$ cat src/rtl/core_pkg.sv
// Shared types and constants for the RV32I core pipeline.
// Control/data bundles used by the ID/EX pipeline register.
package core_pkg;

  localparam int XLEN   = 32;
  localparam int REG_AW = 5;

  typedef enum logic [1:0] {
    ALU_ADD = 2'b00,
    ALU_BR  = 2'b01,
    ALU_R   = 2'b10,
    ALU_I   = 2'b11
  } alu_op_e;

  typedef struct packed {
    logic              valid;
    logic              reg_write;
    logic              mem_read;
    logic              mem_write;
    logic              mem_to_reg;
    logic              alu_src;
    logic              branch;
    logic              jump;
    alu_op_e           alu_op;
    logic [REG_AW-1:0] rd;
  } ctrl_t;

  typedef struct packed {
    logic [XLEN-1:0]   pc;
    logic [XLEN-1:0]   rs1_data;
    logic [XLEN-1:0]   rs2_data;
    logic [XLEN-1:0]   imm;
    logic [REG_AW-1:0] rs1;
    logic [REG_AW-1:0] rs2;
    logic [2:0]        funct3;
    logic              funct7b5;
  } data_t;

  localparam ctrl_t CTRL_NOP = '0;

endpackage

$ cat src/rtl/pipe_field_reg.sv
// Generic pipeline field register: async reset,
// load enable, synchronous clear (clear wins).
module pipe_field_reg #(
  parameter int W = 8
) (
  input  logic         clk,
  input  logic         rst,
  input  logic         en,
  input  logic         clr,
  input  logic [W-1:0] d,
  output logic [W-1:0] q
);

  logic [W-1:0] q_d, q_q;

  // next state: clear, else load, else hold
  always_comb begin
    q_d = q_q;
    if (clr)
      q_d = '0;
    else if (en)
      q_d = d;
  end

  // state register
  always_ff @(posedge clk or posedge rst) begin
    if (rst)
      q_q <= '0;
    else
      q_q <= q_d;
  end

  assign q = q_q;

endmodule

$ cat src/rtl/idex_pipeline_reg.sv
// ID/EX pipeline register with flush/bubble/hold/load priority.
// Optional bubble/flush counters under IDEX_PERF_CNT_EN.
module idex_pipeline_reg
  import core_pkg::*;
(
  input  logic              clk,
  input  logic              rst,
  input  logic              IDEX_write,
  input  logic              control_MuxSel,
  input  logic              flush,
  input  logic              id_valid,
  input  logic [XLEN-1:0]   id_pc,
  input  logic [XLEN-1:0]   id_rs1_data,
  input  logic [XLEN-1:0]   id_rs2_data,
  input  logic [XLEN-1:0]   id_imm,
  input  logic [REG_AW-1:0] id_rs1,
  input  logic [REG_AW-1:0] id_rs2,
  input  logic [REG_AW-1:0] id_rd,
  input  logic [2:0]        id_funct3,
  input  logic              id_funct7b5,
  input  logic              id_reg_write,
  input  logic              id_mem_read,
  input  logic              id_mem_write,
  input  logic              id_mem_to_reg,
  input  logic              id_alu_src,
  input  logic              id_branch,
  input  logic              id_jump,
  input  logic [1:0]        id_alu_op,
  output logic              ex_valid,
  output logic [XLEN-1:0]   ex_pc,
  output logic [XLEN-1:0]   ex_rs1_data,
  output logic [XLEN-1:0]   ex_rs2_data,
  output logic [XLEN-1:0]   ex_imm,
  output logic [REG_AW-1:0] ex_rs1,
  output logic [REG_AW-1:0] ex_rs2,
  output logic [REG_AW-1:0] ex_rd,
  output logic [2:0]        ex_funct3,
  output logic              ex_funct7b5,
  output logic              ex_reg_write,
  output logic              ex_mem_read,
  output logic              ex_mem_write,
  output logic              ex_mem_to_reg,
  output logic              ex_alu_src,
  output logic              ex_branch,
  output logic              ex_jump,
  output logic [1:0]        ex_alu_op,
  output logic [REG_AW-1:0] IDEX_Rd,
  output logic              IDEX_MemRead
`ifdef IDEX_PERF_CNT_EN
  ,
  output logic [31:0]       bubble_count,
  output logic [31:0]       flush_count
`endif
);

  ctrl_t ctrl_in, ctrl_out;
  data_t data_in, data_out;
  logic  kill;
  logic  data_en;

  assign kill    = flush | control_MuxSel;
  assign data_en = IDEX_write & ~kill;

  // invalid ID slots enter EX as a canonical NOP
  always_comb begin
    ctrl_in = CTRL_NOP;
    if (id_valid) begin
      ctrl_in.valid      = 1'b1;
      ctrl_in.reg_write  = id_reg_write;
      ctrl_in.mem_read   = id_mem_read;
      ctrl_in.mem_write  = id_mem_write;
      ctrl_in.mem_to_reg = id_mem_to_reg;
      ctrl_in.alu_src    = id_alu_src;
      ctrl_in.branch     = id_branch;
      ctrl_in.jump       = id_jump;
      ctrl_in.alu_op     = alu_op_e'(id_alu_op);
      ctrl_in.rd         = id_rd;
    end
  end

  assign data_in = '{
    pc:       id_pc,
    rs1_data: id_rs1_data,
    rs2_data: id_rs2_data,
    imm:      id_imm,
    rs1:      id_rs1,
    rs2:      id_rs2,
    funct3:   id_funct3,
    funct7b5: id_funct7b5
  };

  pipe_field_reg #(.W($bits(ctrl_t))) u_ctrl (
    .clk (clk),
    .rst (rst),
    .en  (IDEX_write),
    .clr (kill),
    .d   (ctrl_in),
    .q   (ctrl_out)
  );

  pipe_field_reg #(.W($bits(data_t))) u_data (
    .clk (clk),
    .rst (rst),
    .en  (data_en),
    .clr (1'b0),
    .d   (data_in),
    .q   (data_out)
  );

  assign ex_valid      = ctrl_out.valid;
  assign ex_reg_write  = ctrl_out.reg_write;
  assign ex_mem_read   = ctrl_out.mem_read;
  assign ex_mem_write  = ctrl_out.mem_write;
  assign ex_mem_to_reg = ctrl_out.mem_to_reg;
  assign ex_alu_src    = ctrl_out.alu_src;
  assign ex_branch     = ctrl_out.branch;
  assign ex_jump       = ctrl_out.jump;
  assign ex_alu_op     = ctrl_out.alu_op;
  assign ex_rd         = ctrl_out.rd;

  assign ex_pc       = data_out.pc;
  assign ex_rs1_data = data_out.rs1_data;
  assign ex_rs2_data = data_out.rs2_data;
  assign ex_imm      = data_out.imm;
  assign ex_rs1      = data_out.rs1;
  assign ex_rs2      = data_out.rs2;
  assign ex_funct3   = data_out.funct3;
  assign ex_funct7b5 = data_out.funct7b5;

  // control group is all-zero whenever valid is 0
  assign IDEX_Rd      = ctrl_out.rd;
  assign IDEX_MemRead = ctrl_out.mem_read;

`ifdef IDEX_PERF_CNT_EN
  logic [31:0] bubble_cnt_d, bubble_cnt_q;
  logic [31:0] flush_cnt_d, flush_cnt_q;

  // flush outranks bubble, so only one counter steps per edge
  always_comb begin
    bubble_cnt_d = bubble_cnt_q;
    flush_cnt_d  = flush_cnt_q;
    if (flush)
      flush_cnt_d = flush_cnt_q + 32'd1;
    else if (control_MuxSel)
      bubble_cnt_d = bubble_cnt_q + 32'd1;
  end

  // counter registers, cleared only by reset
  always_ff @(posedge clk or posedge rst) begin
    if (rst) begin
      bubble_cnt_q <= '0;
      flush_cnt_q  <= '0;
    end else begin
      bubble_cnt_q <= bubble_cnt_d;
      flush_cnt_q  <= flush_cnt_d;
    end
  end

  assign bubble_count = bubble_cnt_q;
  assign flush_count  = flush_cnt_q;
`endif

endmodule

$ cat config.mk
export PLATFORM = sky130hd
export DESIGN_NAME = idex_pipeline_reg
export DESIGN_NICKNAME = d
export VERILOG_FILES = /design/src/rtl/core_pkg.sv /design/src/rtl/pipe_field_reg.sv /design/src/rtl/idex_pipeline_reg.sv
export SDC_FILE = /design/constraint.sdc
export NUM_CORES = 1
export LEC_CHECK = 0
export CAP_MARGIN = 10
export CORE_MARGIN = 8
export CORE_UTILIZATION = 37
export CTS_CLUSTER_SIZE = 20
export DETAILED_ROUTE_END_ITERATION = 12
export GPL_TIMING_DRIVEN = 0
export MAX_ROUTING_LAYER = met4
export PLACE_DENSITY = 0.78
export SYNTH_ARGS = -nofsm -noshare
export SYNTH_HDL_FRONTEND = slang
export SYNTH_HIERARCHICAL = 1
export SYNTH_SLANG_ARGS = --single-unit
$ cat constraint.sdc
create_clock -name clk -period 4.3 [get_ports clk]
set_clock_uncertainty 0.1 [all_clocks]
set_input_delay 0.43 -clock clk [delete_from_list [all_inputs] [get_ports clk]]
set_output_delay 0.43 -clock clk [all_outputs]
set_load 0.1 [all_outputs]
==> flow_metrics.tcl <==
set metrics [dict create \
    power.density_mw_per_mm2 359.6 \
    die_w_um 149.2 \
    num_io_pins 325 \
    via_per_inst 4.680 \
    grt_pass1_wl_um 31450 \
    routed_wl_um 21100 \
    vdd_drop_max_mv 0.2471 \
    nNetsFinal 1040 \
    clk_pin_slew_ns 0.06 \
    synthTopCellsByCount "dfrtp_1 (157), mux2i_1 (157), nor2_1 (157), buf_4 (13), and2_2 (10)" \
    synthFlopType "dfrtp_1" \
    dieHeight_um 149.2 \
    post_cts_resized 0 \
    status "completed" \
    netlist_instances 532 \
    multi_input_area_sq_mm 0.002278 \
    drv_slew 0 \
    n_fill_cell 1430 \
    finalCritPeriodShare_pct 59.78 \
    swShare_pct 30.05 \
    cp_data_arrival_time_ns 2.04 \
    avgSynthCellArea_sq_um 12.34 \
    area_growth_pct 63.43 \
    hold_ws_ns 0.3662 \
    timing.final.crit_period_ns 2.571 \
    worstSetupPathType "reg2out" \
    top_layer_used "met4" \
    cts.sinks 157 \
    synth_top_cell_by_area "dfrtp_1" \
    num_rows 48 \
    grt-ovfl-total 0 \
    worstPathRequired_ns 3.77 \
    seqPwrFrac_pct 40.2 \
    place_worst_setup_slack_ns 1.968 \
    cp_slowest_stage_delay_ns 1.12 \
    switching_power_mw 1.160 \
    synth_area_leaders "dfrtp_1 (60%), mux2i_1 (24%), nor2_1 (9.0%)" \
    worstMarginPinSlew_ns 1.071 \
    dp_hpwl_um 16330 \
    cp_max_fo 3 \
    r2r_slack_ns 3.46 \
    relSlewSlack_pct 28.34 \
    max_freq_ghz 0.3890 \
    worst_setup_path_end_kind "output pin" \
    start_kind "register" \
    postCtsSetupBuffers 0 \
    start_util_pct 37.96 \
    met2WireLength_um 9904 \
    holdBufCountCts 0 \
    pwr-share-clk_pct 38.5 \
    synth_cell_type_count 15 \
    syn_area_sq_mm 0.006565 \
    core-area_sq_mm 0.01730 \
    numCtsBuffers 17 \
    grt_pass1_vias 5596 \
    dieArea_sq_mm 0.02226 \
    clock_latency_ns 0.41 \
    drt-initial-drc-count 152 \
    hold_violations 0 \
    cp_cell_sequence "buf_4 -> clkdlybuf4s50_1" \
    cts_root_buffer "clkbuf_16" \
    synth_nets 694 \
    drv_cap 0 \
    yosys_warnings 6 \
    setup_tns_ns 0 \
    synth_edf_count 0 \
    vias 5218 \
    fin_total_pwr_mw 3.858 \
    n_antenna_cell 0 \
    p_comb_share_pct 21.4 \
    seqCellArea_sq_mm 0.003929 \
    port_buffers 324 \
    ys_ff_latch 157 \
    post-route-drc-count 0 \
    leakage_nw 4.615 \
    wl_met1_um 8581 \
    finalWorstSetupSlack_ns 1.729 \
    rsz0062_at_grt "false" \
    cts_buffer_depth 2 \
    finalSetupViolCount 0 \
    slowest_stage "clkdlybuf4s50_1" \
    drive_gt1_share_pct 8.764 \
    p_int_mw 2.699 \
    async_reset_ff_share_pct 100.0 \
    wl_per_cell_um 18.93 \
    grt_max_degree 42 \
    ant_nets 0 \
    yosysTopAreaCellShare_pct 59.84 \
    wl_met3_um 2295 \
    seq_area_frac_synth_pct 59.84 \
    globalRouteTotalUtil_pct 19.10 \
    dr.pass1.iters 4 \
    grt_antenna_before_repair 0 \
    gp_congestion 0.7891 \
    hp-class "in2async" \
    htreeDepth 4 \
    cts_tree "built" \
]
[critical path, delay by kind of cell (launching register included)]
family	cells	cell delay (ns)
DFF	1	0.39
buffers and inverters	2	1.24
[cell type report]
class | count | area share [%]
Tap cell | 225 | 2.624
Buffer | 42 | 3.265
Clock buffer | 21 | 4.292
Multi-Input combinational cell | 331 | 21.24
Clock inverter | 10 | 1.073
Inverter | 2 | 0.1050
Sequential cell | 157 | 36.62
Timing Repair Buffer | 327 | 30.79
[metrics by stage]
stage,util [%],std cells,area [sq um]
after global placement,58.36,1081,10090
after global routing,62.03,1115,10730
after detailed placement,58.70,1084,10150
after floorplan,-,532,6569
final,62.03,1115,10730
after CTS,62.03,1115,10730
[power groups by stage]
stage / logic [mW] / clock network [mW] / registers, mW
after floorplan: 0.181 / 0 / 1.91
after global placement: 0.806 / 0 / 1.57
after detailed placement: 0.819 / 0 / 1.58
after CTS: 0.822 / 1.53 / 1.55
after global routing: 0.862 / 1.59 / 1.55
final: 0.824 / 1.49 / 1.55
[cells in the final DEF, fill, tap and decap left out]
| master | instances |
|---|---|
| clkinv_4 | 1 |
| clkinv_2 | 3 |
| nor3b_1 | 1 |
| nor2_1 | 157 |
| and2_1 | 4 |
| dfrtp_1 | 157 |
| clkbuf_1 | 10 |
| and2_2 | 10 |
| buf_12 | 4 |
| clkbuf_8 | 2 |
| clkbuf_16 | 17 |
| inv_1 | 1 |
| buf_6 | 2 |
| mux2i_1 | 157 |
| clkinvlp_4 | 4 |
| conb_1 | 1 |
| buf_4 | 13 |
| buf_8 | 9 |
| clkdlybuf4s50_1 | 324 |
| inv_6 | 1 |
| or2_2 | 1 |
| bufinv_16 | 2 |
| buf_2 | 9 |
[sequential cells by signal (all words and copies together) (netlist names)]
signal and count:
u_data/q 142, u_ctrl/q 15
[kinds of logic (layout without fill, tap and decap cells)]
group / after synthesis / after routing / share of synthesized area (%)
and+or+nand+nor: 173 / 173 / 10.71
muxes: 157 / 157 / 23.94
DFF: 157 / 157 / 59.84
buffers and inverters: 44 / 402 / 5.451
other: 1 / 1 / 0.05712
[path summary, 6_finish.rpt]
check                                               start                         to  cells past startpoint
worst max-delay path              u_ctrl/q[3]$_DFFE_PP0P_                   ex_rd[3]                      2
worst min-delay path                                  rst    u_ctrl/q[6]$_DFFE_PP0P_                      2
worst max register to register  u_data/q[123]$_DFFE_PP0P_  u_data/q[123]$_DFFE_PP0P_                      2
worst min register to register   u_data/q[29]$_DFFE_PP0P_   u_data/q[29]$_DFFE_PP0P_                      2
max in group asynchronous                             rst   u_data/q[14]$_DFFE_PP0P_                      4
min in group clk                 u_data/q[29]$_DFFE_PP0P_   u_data/q[29]$_DFFE_PP0P_                      2
[metal layers]
metal | vias to the layer above | global-route usage, %
li1 | 2443 | -
met1 | 2523 | 20.86
met2 | 230 | 30.45
met3 | 22 | 8.768
met4 | 0 | 6.310
met5 | - | -
Power figures use the tool's default switching activity.
